===== src/rtl/fetch_pipe_ctrl.sv =====
// Fetch-side pipeline control: PC register, IF/ID and ID/EX latches with
// flush/stall handling, plus saturating bubble and flush counters.
module fetch_pipe_ctrl #(
  parameter int XLEN = 32,
  parameter int CTRL_W = 16,
  parameter logic [XLEN-1:0] RESET_PC = 32'h0000_0000
) (
  input  logic              clk,
  input  logic              rst_n,
  input  logic              pc_write,
  input  logic              if_id_write,
  input  logic              stall,
  input  logic              branch_taken,
  input  logic [XLEN-1:0]   branch_target,
  input  logic [31:0]       imem_rdata,
  input  logic [CTRL_W-1:0] id_ctrl_in,
  output logic [XLEN-1:0]   pc,
  output logic [XLEN-1:0]   if_id_pc,
  output logic [31:0]       if_id_instr,
  output logic              if_id_valid,
  output logic [CTRL_W-1:0] id_ex_ctrl,
  output logic              id_ex_valid,
  output logic [31:0]       stall_count,
  output logic [31:0]       flush_count
);

  localparam logic [31:0] NOP_INSTR = 32'h0000_0013;

  logic [XLEN-1:0]   pc_p0;
  logic [XLEN-1:0]   ifIdPc_p1;
  logic [31:0]       ifIdInstr_p1;
  logic              vld_p1;
  logic [CTRL_W-1:0] idExCtrl_p2;
  logic              vld_p2;
  logic [31:0]       stallCnt;
  logic [31:0]       flushCnt;

  function automatic logic [31:0] satInc(input logic [31:0] v);
    return (v == 32'hFFFF_FFFF) ? v : v + 32'd1;
  endfunction

  // IF stage: PC register; the adder wraps naturally at XLEN bits
  always_ff @(posedge clk) begin
    if (!rst_n) begin
      pc_p0 <= RESET_PC;
    end else if (branch_taken) begin
      pc_p0 <= branch_target;
    end else if (pc_write) begin
      pc_p0 <= pc_p0 + XLEN'(4);
    end
  end

  // IF/ID boundary: instruction memory is combinational, so the word at pc
  // is captured on the same edge that advances pc
  always_ff @(posedge clk) begin
    if (!rst_n || branch_taken) begin
      ifIdInstr_p1 <= NOP_INSTR;
      ifIdPc_p1    <= '0;
      vld_p1       <= 1'b0;
    end else if (if_id_write) begin
      ifIdInstr_p1 <= imem_rdata;
      ifIdPc_p1    <= pc_p0;
      vld_p1       <= 1'b1;
    end
  end

  // ID/EX boundary: a flush outranks a stall, so only one counter moves
  always_ff @(posedge clk) begin
    if (!rst_n) begin
      idExCtrl_p2 <= '0;
      vld_p2      <= 1'b0;
      stallCnt    <= '0;
      flushCnt    <= '0;
    end else if (branch_taken) begin
      idExCtrl_p2 <= '0;
      vld_p2      <= 1'b0;
      flushCnt    <= satInc(flushCnt);
    end else if (stall) begin
      idExCtrl_p2 <= '0;
      vld_p2      <= 1'b0;
      stallCnt    <= satInc(stallCnt);
    end else begin
      idExCtrl_p2 <= id_ctrl_in;
      vld_p2      <= vld_p1;
    end
  end

  assign pc          = pc_p0;
  assign if_id_pc    = ifIdPc_p1;
  assign if_id_instr = ifIdInstr_p1;
  assign if_id_valid = vld_p1;
  assign id_ex_ctrl  = idExCtrl_p2;
  assign id_ex_valid = vld_p2;
  assign stall_count = stallCnt;
  assign flush_count = flushCnt;

endmodule


===== config.mk =====
export PLATFORM = sky130hd
export DESIGN_NAME = fetch_pipe_ctrl
export DESIGN_NICKNAME = d
export VERILOG_FILES = /design/src/rtl/fetch_pipe_ctrl.sv
export SDC_FILE = /design/constraint.sdc
export NUM_CORES = 1
export LEC_CHECK = 0
export CORE_ASPECT_RATIO = 1.5
export CORE_MARGIN = 2
export CORE_UTILIZATION = 49
export DETAILED_ROUTE_END_ITERATION = 16
export PLACE_DENSITY = 0.86
export SLEW_MARGIN = 10
export SYNTH_ARGS = -nofsm -noshare
export SYNTH_HDL_FRONTEND = slang
export SYNTH_SLANG_ARGS = --single-unit

===== constraint.sdc =====
create_clock -name clk -period 5.6 [get_ports clk]
set_input_delay 1.68 -clock clk [delete_from_list [all_inputs] [get_ports clk]]
set_output_delay 1.68 -clock clk [all_outputs]
set_load 0.03 [all_outputs]

==> results of run 1 <==
layer usage:
layer / share of wire, % / vias up / global-route usage (%)
met5: 0 / - / 0
met4: 2.3 / 0 / 8.65
met3: 5.7 / 36 / 6.25
met2: 53 / 215 / 48.0
met1: 39 / 3396 / 29.2
li1: - / 3532 / -
cell families after synthesis:
kind of cell	Yosys count	share of synthesized area (%)
AO/OA/AOI/OAI	151	11.0
adder cells (fa/ha/maj)	3	0.492
buffers and inverters	59	3.07
XOR/XNOR	36	4.14
multiplexers	76	9.98
AND/OR/NAND/NOR	345	24.6
flip-flops	178	46.7
report_power, final:
group          internal (mW)  total, mW  switching [mW]  leakage [nW]
sequential              1.30       1.34          0.0370          1.45
clock                  0.625       1.16           0.532         0.262
combinational          0.151      0.314           0.163          2.15
total                   2.08       2.81           0.732          3.86
registers in the layout, indices dropped and copies added (netlist names):
| signal | flops |
|---|---|
| flush_count | 32 |
| id_ex_ctrl | 16 |
| id_ex_valid | 1 |
| if_id_instr | 32 |
| if_id_pc | 32 |
| if_id_valid | 1 |
| pc | 32 |
| stall_count | 32 |
cell type report:
type / count / area [µm²]
clock inverters: 12 / 123
fillers: 1166 / 4220
clock buffers: 20 / 437
flip-flops and latches: 178 / 3560
well taps: 199 / 249
multi-input cells: 611 / 3840
inverters: 9 / 33.8
repair buffers: 269 / 2670
cell usage after synthesis (2+ instances only):
library cell / count / share of area (%)
dfxtp_1: 178 / 47
nor2_1: 92 / 4.5
mux2i_1: 76 / 10
a21oi_1: 67 / 4.4
o21ai_0: 55 / 3.6
nand2_1: 49 / 2.4
clkbuf_1: 39 / 1.9
nand3_1: 39 / 2.6
or3_1: 31 / 2.5
nand4_1: 28 / 2.3
and2_1: 25 / 2.1
xnor2_1: 25 / 2.9
and4_1: 13 / 1.5
nor4_1: 12 / 0.98
o31ai_1: 12 / 1.2
or4_1: 12 / 1.2
xor2_1: 11 / 1.3
nand2b_1: 9 / 0.74
inv_1: 8 / 0.39
nor3_1: 8 / 0.53
and3_1: 7 / 0.57
buf_1: 6 / 0.30
a211oi_1: 4 / 0.39
buf_2: 4 / 0.26
a2111oi_0: 3 / 0.34
a311oi_1: 3 / 0.34
ha_1: 3 / 0.49
nor4_2: 3 / 0.49
a31oi_1: 2 / 0.16
and4_4: 2 / 0.30
nor2b_1: 2 / 0.16
worst max-delay path: cells and delay by family:
| kind | cells | cell delay, ns |
|---|---|---|
| buffers and inverters | 2 | 0.61 |
| AOI/OAI and AO/OA | 1 | 0.15 |
| and+or+nand+nor | 4 | 1.66 |
how the worst min path moves through the flow:
stage                                      start                            to  cells past startpoint
CTS                     if_id_valid$_SDFFE_PP0P_      if_id_valid$_SDFFE_PP0P_                      2
floorplan           flush_count[16]$_SDFFE_PN0P_  flush_count[16]$_SDFFE_PN0P_                      2
finish                  if_id_valid$_SDFFE_PP0P_      if_id_valid$_SDFFE_PP0P_                      2
detailed placement      if_id_valid$_SDFFE_PP0P_        id_ex_valid$_SDFF_PP0_                      1
global route            if_id_valid$_SDFFE_PP0P_        id_ex_valid$_SDFF_PP0_                      1
global placement        if_id_pc[0]$_SDFFE_PP0P_      if_id_pc[0]$_SDFFE_PP0P_                      2
==> impl_metrics.py, run 1 <==
metrics = {
    "run_status": {
        "outcome": "completed",
    },
    "sta": {
        "max_clock_freq_ghz": 0.265,
        "timing.hold.ws_ns": 0.490,
        "setup_violations": 0,
        "finalSetupTns_ns": 0,
        "setup_slack_ns": 1.83,
        "skew_ns": 0.0128,
        "fin_crit_ns": 3.77,
        "worst_slew_pin_slew_ns": 1.19,
        "slew_violations": 0,
        "hold_viol": 0,
        "slew_headroom_pct": 19.9,
        "period_share_pct": 67.3,
        "grt_setup_unrepaired": "false",
    },
    "floorplan": {
        "die_h_um": 157,
        "ios": 264,
        "core-area_um2": 15100,
        "initial_core_util_pct": 50.4,
        "die_x_um": 106,
        "rows": 55,
        "die_area_um2": 16600,
    },
    "critical_path": {
        "crit_fanout": 21,
        "required_ns": 5.94,
        "critical_path_class": "primary input to flip-flop",
        "endpoint": "stall_count[31]$_SDFFE_PN0P_",
        "rr_endpoint": "flush_count[19]$_SDFFE_PN0P_",
        "ff2ff_setup_slack_ns": 2.97,
        "arrival_ns": 4.11,
        "worstPathCellList": "clkdlybuf4s50_1 -> buf_4 -> nand2b_1 -> nor4_2 -> nand3_1 -> or4_1 -> a21oi_1",
        "critPathSlowestCell": "nor4_2",
        "crit_start": "branch_taken",
        "r2r-start": "flush_count[0]$_SDFFE_PN0P_",
        "r2r_cells": 6,
        "startpoint_type": "primary input",
        "crit_path_end_kind": "flip-flop",
        "crit_path_max_incr_delay_ns": 0.59,
    },
    "global_routing": {
        "grt_pass1_wl_um": 34900,
        "grt_pass1_vias": 6909,
        "grt_use_total_pct": 26.0,
        "grt_antenna_before_repair": 0,
        "grt_max_degree": 66,
        "grt-ovfl-total": 0,
    },
    "routing": {
        "drtPass1Iterations": 5,
        "drc_errors": 0,
        "drt-initial-drc-count": 300,
        "postRouteAntennaNets": 0,
        "wl_um": 22100,
        "vias": 7179,
        "routedWlPerCell_um": 17.1,
        "viasPerCell": 5.53,
    },
    "power_and_ir_drop": {
        "p_leak_nw": 3.86,
        "finalPower_mw": 2.81,
        "vdd_drop_max_mv": 0.226,
        "powerDensity_nw_per_um2": 257,
    },
    "logic_synthesis": {
        "ys_seq_area_share_pct": 46.7,
        "synth_fp_nets": 937,
        "synthFlopType": "dfxtp_1",
        "avgSynthCellArea_um2": 8.99,
        "synthesis.area_um2": 7620,
        "ys_seq_elements": 178,
        "synth_edf_count": 0,
        "ys_async_sr_fraction_pct": 0,
        "ys_warn_count": 0,
        "synthDistinctLibCells": 51,
        "syn_inst": 848,
    },
    "clock_network": {
        "cts_buffer_depth": 2,
        "clkSinkCount": 178,
        "cts_tree": "built",
        "cts_made_buffers": 17,
        "hold_buffers": 0,
        "htreeDepth": 4,
        "cts_resized": 0,
        "postCtsSetupBuffers": 0,
        "cts_root_buf": "clkbuf_16",
        "clk_transition_reported_paths_ns": 0.07,
        "clock_latency_ns": 0.41,
    },
    "placement": {
        "placed_area_um2": 10400,
        "gp_congestion": 0.856,
        "dp_cells": 1266,
        "numPortBuffers": 263,
        "dp_hpwl_um": 16000,
        "pre_cts_slack_ns": 1.41,
    },
    "layout": {
        "instances_no_fill": 1298,
        "mostFrequentLayoutCells": "261 x clkdlybuf4s50_1, 178 x dfxtp_1, 92 x nor2_1",
        "postLayoutCoreUtil_pct": 72.1,
        "drive_gt1_share_pct": 4.73,
        "syn2layout_area_growth_pct": 43.2,
        "fin_area_um2": 10900,
        "layout.nets": 1175,
        "n_antenna_cell": 0,
        "layout_commonest_cell": "clkdlybuf4s50_1",
    },
    "job": {
        "max_cap_violations": 0,
    },
    "hold_path": {
        "worst_hold_path_type": "flip-flop to flip-flop",
    },
}
Power figures use the tool's default switching activity.
==> run 2: changes to the inputs <==
Settings changed: CORE_UTILIZATION 49 to 41, PLACE_DENSITY 0.86 to 0.76.
Clock period 5.6 ns to 3.2 ns, I/O delays scaled along.
==> impl_metrics.py, run 2 (synthesis gave the netlist of run 1 again) <==
metrics = {
    "run_status": {
        "outcome": "completed",
    },
    "hold_path": {
        "hold-path-cell-count": 2,
        "worst_hold_path_type": "flip-flop to flip-flop",
        "worstHoldEndpoint": "if_id_instr[0]$_SDFFE_PP1P_",
        "min_from": "if_id_instr[0]$_SDFFE_PP1P_",
    },
    "placement": {
        "pre_cts_slack_ns": 0.0923,
        "dp_hpwl_um": 16100,
        "gp_congestion": 0.821,
        "placed_area_um2": 10600,
        "numPortBuffers": 263,
    },
    "power_and_ir_drop": {
        "p_leak_nw": 3.95,
        "powerDensity_nw_per_um2": 445,
        "vdd_drop_max_mv": 0.343,
        "finalPower_mw": 4.97,
    },
    "clock_network": {
        "cts_tree": "built",
        "clk_transition_reported_paths_ns": 0.07,
        "postCtsSetupBuffers": 0,
        "clock_latency_ns": 0.43,
        "cts_root_buf": "clkbuf_16",
        "cts_buffer_depth": 2,
        "hold_buffers": 0,
        "cts_made_buffers": 17,
        "cts_resized": 0,
        "clkSinkCount": 178,
        "htreeDepth": 4,
    },
    "layout": {
        "n_fill_cell": 1609,
        "mostFrequentLayoutCells": "261 x clkdlybuf4s50_1, 178 x dfxtp_1, 92 x nor2_1",
        "fin_area_um2": 11100,
        "drive_gt1_share_pct": 6.28,
        "layout.nets": 1191,
        "layout_commonest_cell": "clkdlybuf4s50_1",
        "postLayoutCoreUtil_pct": 60.6,
        "syn2layout_area_growth_pct": 46.2,
    },
    "critical_path": {
        "crit_path_end_kind": "flip-flop",
        "startpoint_type": "primary input",
        "ff2ff_setup_slack_ns": 0.89,
        "rr_endpoint": "pc[31]$_SDFFE_PN0N_",
        "r2r_cells": 5,
        "critical_path_class": "primary input to flip-flop",
        "arrival_ns": 3.03,
        "r2r-start": "pc[9]$_SDFFE_PN0N_",
        "required_ns": 3.55,
        "crit_fanout": 7,
    },
    "sta": {
        "worst_slew_pin_slew_ns": 0.902,
        "hold_viol": 0,
        "setup_violations": 0,
        "grt_setup_unrepaired": "false",
        "finalSetupTns_ns": 0,
        "skew_ns": 0.0105,
        "max_clock_freq_ghz": 0.374,
        "fin_crit_ns": 2.68,
        "slew_headroom_pct": 39.3,
        "setup_slack_ns": 0.523,
        "period_share_pct": 83.7,
        "slew_violations": 0,
    },
    "routing": {
        "drt-initial-drc-count": 439,
        "wl_um": 22200,
        "vias": 7150,
        "drc_errors": 0,
        "viasPerCell": 5.23,
        "routedWlPerCell_um": 16.2,
        "drtPass1Iterations": 4,
        "postRouteAntennaNets": 0,
    },
    "floorplan": {
        "core-area_um2": 18400,
        "rows": 61,
        "initial_core_util_pct": 41.5,
        "die_h_um": 171,
        "die_x_um": 115,
        "ios": 264,
        "die_area_um2": 19700,
    },
    "job": {
        "max_cap_violations": 0,
    },
    "global_routing": {
        "grt_pass1_vias": 6820,
        "grt_use_total_pct": 22.2,
        "grt-ovfl-total": 0,
        "grt_antenna_before_repair": 1,
        "grt_pass1_wl_um": 34900,
        "grt_max_degree": 62,
    },
}
[run 2: worst max path at each step]
| stage | from | to | slack, ns | cells past startpoint |
|---|---|---|---|---|
| 2_1_floorplan | stall | stall_count[26]$_SDFFE_PN0P_ | 0.72 | 6 |
| 3_3_place_gp | stall | stall_count[30]$_SDFFE_PN0P_ | 0.14 | 6 |
| 3_5_place_dp | stall | stall_count[26]$_SDFFE_PN0P_ | 0.09 | 6 |
| 4_1_cts | stall | stall_count[26]$_SDFFE_PN0P_ | 0.54 | 6 |
| 5_1_grt | branch_taken | flush_count[29]$_SDFFE_PN0P_ | 0.39 | 7 |
| 6_report | stall | stall_count[26]$_SDFFE_PN0P_ | 0.52 | 6 |
[run 2: per-stage QoR]
| step | cells | hold slack [ns] |
|---|---|---|
| after global placement | 1335 | 0.471 |
| after floorplan | 848 | 0.598 |
| after CTS | 1367 | 0.500 |
| final | 1368 | 0.493 |
| after global routing | 1368 | 0.524 |
| after detailed placement | 1335 | 0.482 |
[run 2: worst max-delay path: stages]
cell             delay (ns)
clkdlybuf4s50_1        0.52
nor2b_1                0.31
nand4_4                0.12
or4_1                  0.63
or3_1                  0.35
a21oi_1                0.15
[run 2: area by class of cell]
cell class              count  area (µm²)  share of cell area (%)
multi-input cells         611        3830                    34.4
flip-flops and latches    178        3560                    32.0
repair buffers            285        2830                    25.4
clock buffers              18         429                    3.85
well taps                 252         315                    2.83
clock inverters            14         146                    1.31
inverters                   9        33.8                   0.303
diodes                      1        2.50                  0.0224
[run 2: where the power goes]
part	internal, mW	switching [mW]
clock	1.10	0.968
combinational	0.274	0.284
sequential	2.27	0.0639
[run 2: metal layers]
layer	vias to the layer above	wire (µm)	track usage, %
met4	0	283	6.71
met5	-	0	0
li1	3547	-	-
met3	20	1340	6.27
met2	202	11800	39.8
met1	3381	8730	25.2
==> run 3: changes to the inputs <==
Settings changed: CORE_UTILIZATION 41 to 46, PLACE_DENSITY 0.76 to 0.81.
Clock period 3.2 ns to 2.6 ns, I/O delays scaled along.
==> impl_metrics.py, run 3 (synthesis gave the netlist of run 1 again) <==
metrics = {
    "job": {
        "max_cap_violations": 0,
    },
    "hold_path": {
        "hold-path-cell-count": 2,
        "worst_hold_path_type": "flip-flop to flip-flop",
    },
    "sta": {
        "fin_crit_ns": 2.44,
        "grt_setup_unrepaired": "false",
        "slew_violations": 0,
        "max_clock_freq_ghz": 0.410,
        "setup_violations": 0,
        "period_share_pct": 93.7,
        "skew_ns": 0.0141,
        "slew_headroom_pct": 37.5,
        "worst_slew_pin_slew_ns": 0.934,
        "hold_viol": 0,
    },
    "layout": {
        "multiInputGateArea_um2": 3830,
        "drive_gt1_share_pct": 8.34,
        "fin_area_um2": 11300,
        "n_antenna_cell": 0,
        "postLayoutCoreUtil_pct": 69.7,
        "layout_commonest_cell": "clkdlybuf4s50_1",
        "syn2layout_area_growth_pct": 48.0,
        "regArea_um2": 3560,
        "mostFrequentLayoutCells": "261 x clkdlybuf4s50_1, 178 x dfxtp_1, 92 x nor2_1",
        "instances_no_fill": 1345,
        "layout.nets": 1216,
        "n_fill_cell": 1278,
    },
    "power_and_ir_drop": {
        "powerDensity_nw_per_um2": 540,
        "p_leak_nw": 4.08,
        "finalPower_mw": 6.10,
        "vdd_drop_max_mv": 0.426,
    },
    "critical_path": {
        "cpLargestDelayFamily": "buffers and inverters",
        "required_ns": 1.82,
        "startpoint_type": "flip-flop",
        "arrival_ns": 1.66,
        "crit_path_end_kind": "output port",
        "path_depth": 1,
        "critPathSlowestCell": "clkdlybuf4s50_1",
        "path_buf_inv": 1,
        "r2r_cells": 6,
        "worstPathCellList": "clkdlybuf4s50_1",
        "crit_fanout": 7,
        "crit_path_max_incr_delay_ns": 0.74,
        "critical_path_class": "flip-flop to output port",
    },
    "global_routing": {
        "grt_max_degree": 66,
        "grt_pass1_vias": 7226,
        "grt_antenna_before_repair": 0,
        "grt_pass1_wl_um": 36300,
        "grt-ovfl-total": 0,
        "grt_use_total_pct": 25.9,
    },
    "routing": {
        "drt-initial-drc-count": 467,
        "drtPass1Iterations": 5,
        "vias": 7305,
        "viasPerCell": 5.43,
        "drc_errors": 0,
        "routedWlPerCell_um": 16.9,
        "postRouteAntennaNets": 0,
        "wl_um": 22700,
    },
    "clock_network": {
        "clock_latency_ns": 0.43,
        "cts_resized": 0,
        "cts_made_buffers": 17,
        "clk_transition_reported_paths_ns": 0.07,
        "cts_root_buf": "clkbuf_16",
        "cts_tree": "built",
        "hold_buffers": 0,
        "cts_buffer_depth": 2,
        "htreeDepth": 4,
        "clkSinkCount": 178,
        "postCtsSetupBuffers": 0,
    },
    "placement": {
        "gp_congestion": 0.834,
        "dp_cells": 1314,
        "numPortBuffers": 263,
        "placed_area_um2": 10700,
        "dp_hpwl_um": 16500,
    },
    "floorplan": {
        "die_area_um2": 17600,
        "die_x_um": 109,
        "initial_core_util_pct": 47.1,
        "core-area_um2": 16200,
        "ios": 264,
        "rows": 57,
        "die_h_um": 162,
    },
    "run_status": {
        "outcome": "completed",
    },
}
[run 3: cell types whose count changed in the layout (fill, tap and decap cells not counted), moves of 2 or more]
cell | previous run | this run
clkbuf_8 | 0 | 2
buf_4 | 20 | 44
inv_8 | 4 | 1
inv_6 | 3 | 5
[run 3: layout make-up]
class / instances / area share (%)
Sequential cell: 178 / 31.6
Multi-Input combinational cell: 611 / 33.9
Inverter: 9 / 0.299
Tap cell: 206 / 2.28
Timing Repair Buffer: 310 / 26.8
Clock buffer: 19 / 4.01
Clock inverter: 12 / 1.05
[run 3: power breakdown]
part | total, mW | internal [mW] | switching, mW | leakage, nW
Clock | 2.52 | 1.39 | 1.13 | 0.279
Combinational | 0.707 | 0.347 | 0.361 | 2.35
Sequential | 2.87 | 2.80 | 0.0730 | 1.45
[run 3: path summary, 6_finish.rpt]
| kind | start | to | slack, ns |
|---|---|---|---|
| min | if_id_pc[23]$_SDFFE_PP0P_ | if_id_pc[23]$_SDFFE_PP0P_ | 0.50 |
| max | pc[9]$_SDFFE_PN0N_ | pc[9] | 0.16 |
| max reg2reg | stall_count[0]$_SDFFE_PN0P_ | stall_count[30]$_SDFFE_PN0P_ | 0.33 |
| min reg2reg | if_id_pc[23]$_SDFFE_PP0P_ | if_id_pc[23]$_SDFFE_PP0P_ | 0.50 |
[run 3: routing by layer]
layer	up-vias	track usage [%]	wire length (µm)
met2	221	47.1	12200
met5	-	0	0
met4	0	8.62	447
met1	3457	28.0	8580
li1	3595	-	-
met3	32	7.95	1510
[run 3: through the flow]
stage | TNS, ns | hold slack [ns] | worst slack (ns)
after floorplan | 0 | 0.598 | 0.295
after global placement | -4.16 | 0.459 | -0.175
after detailed placement | -5.46 | 0.481 | -0.209
after CTS | 0 | 0.499 | 0.145
after global routing | 0 | 0.516 | 0.0911
final | 0 | 0.497 | 0.163
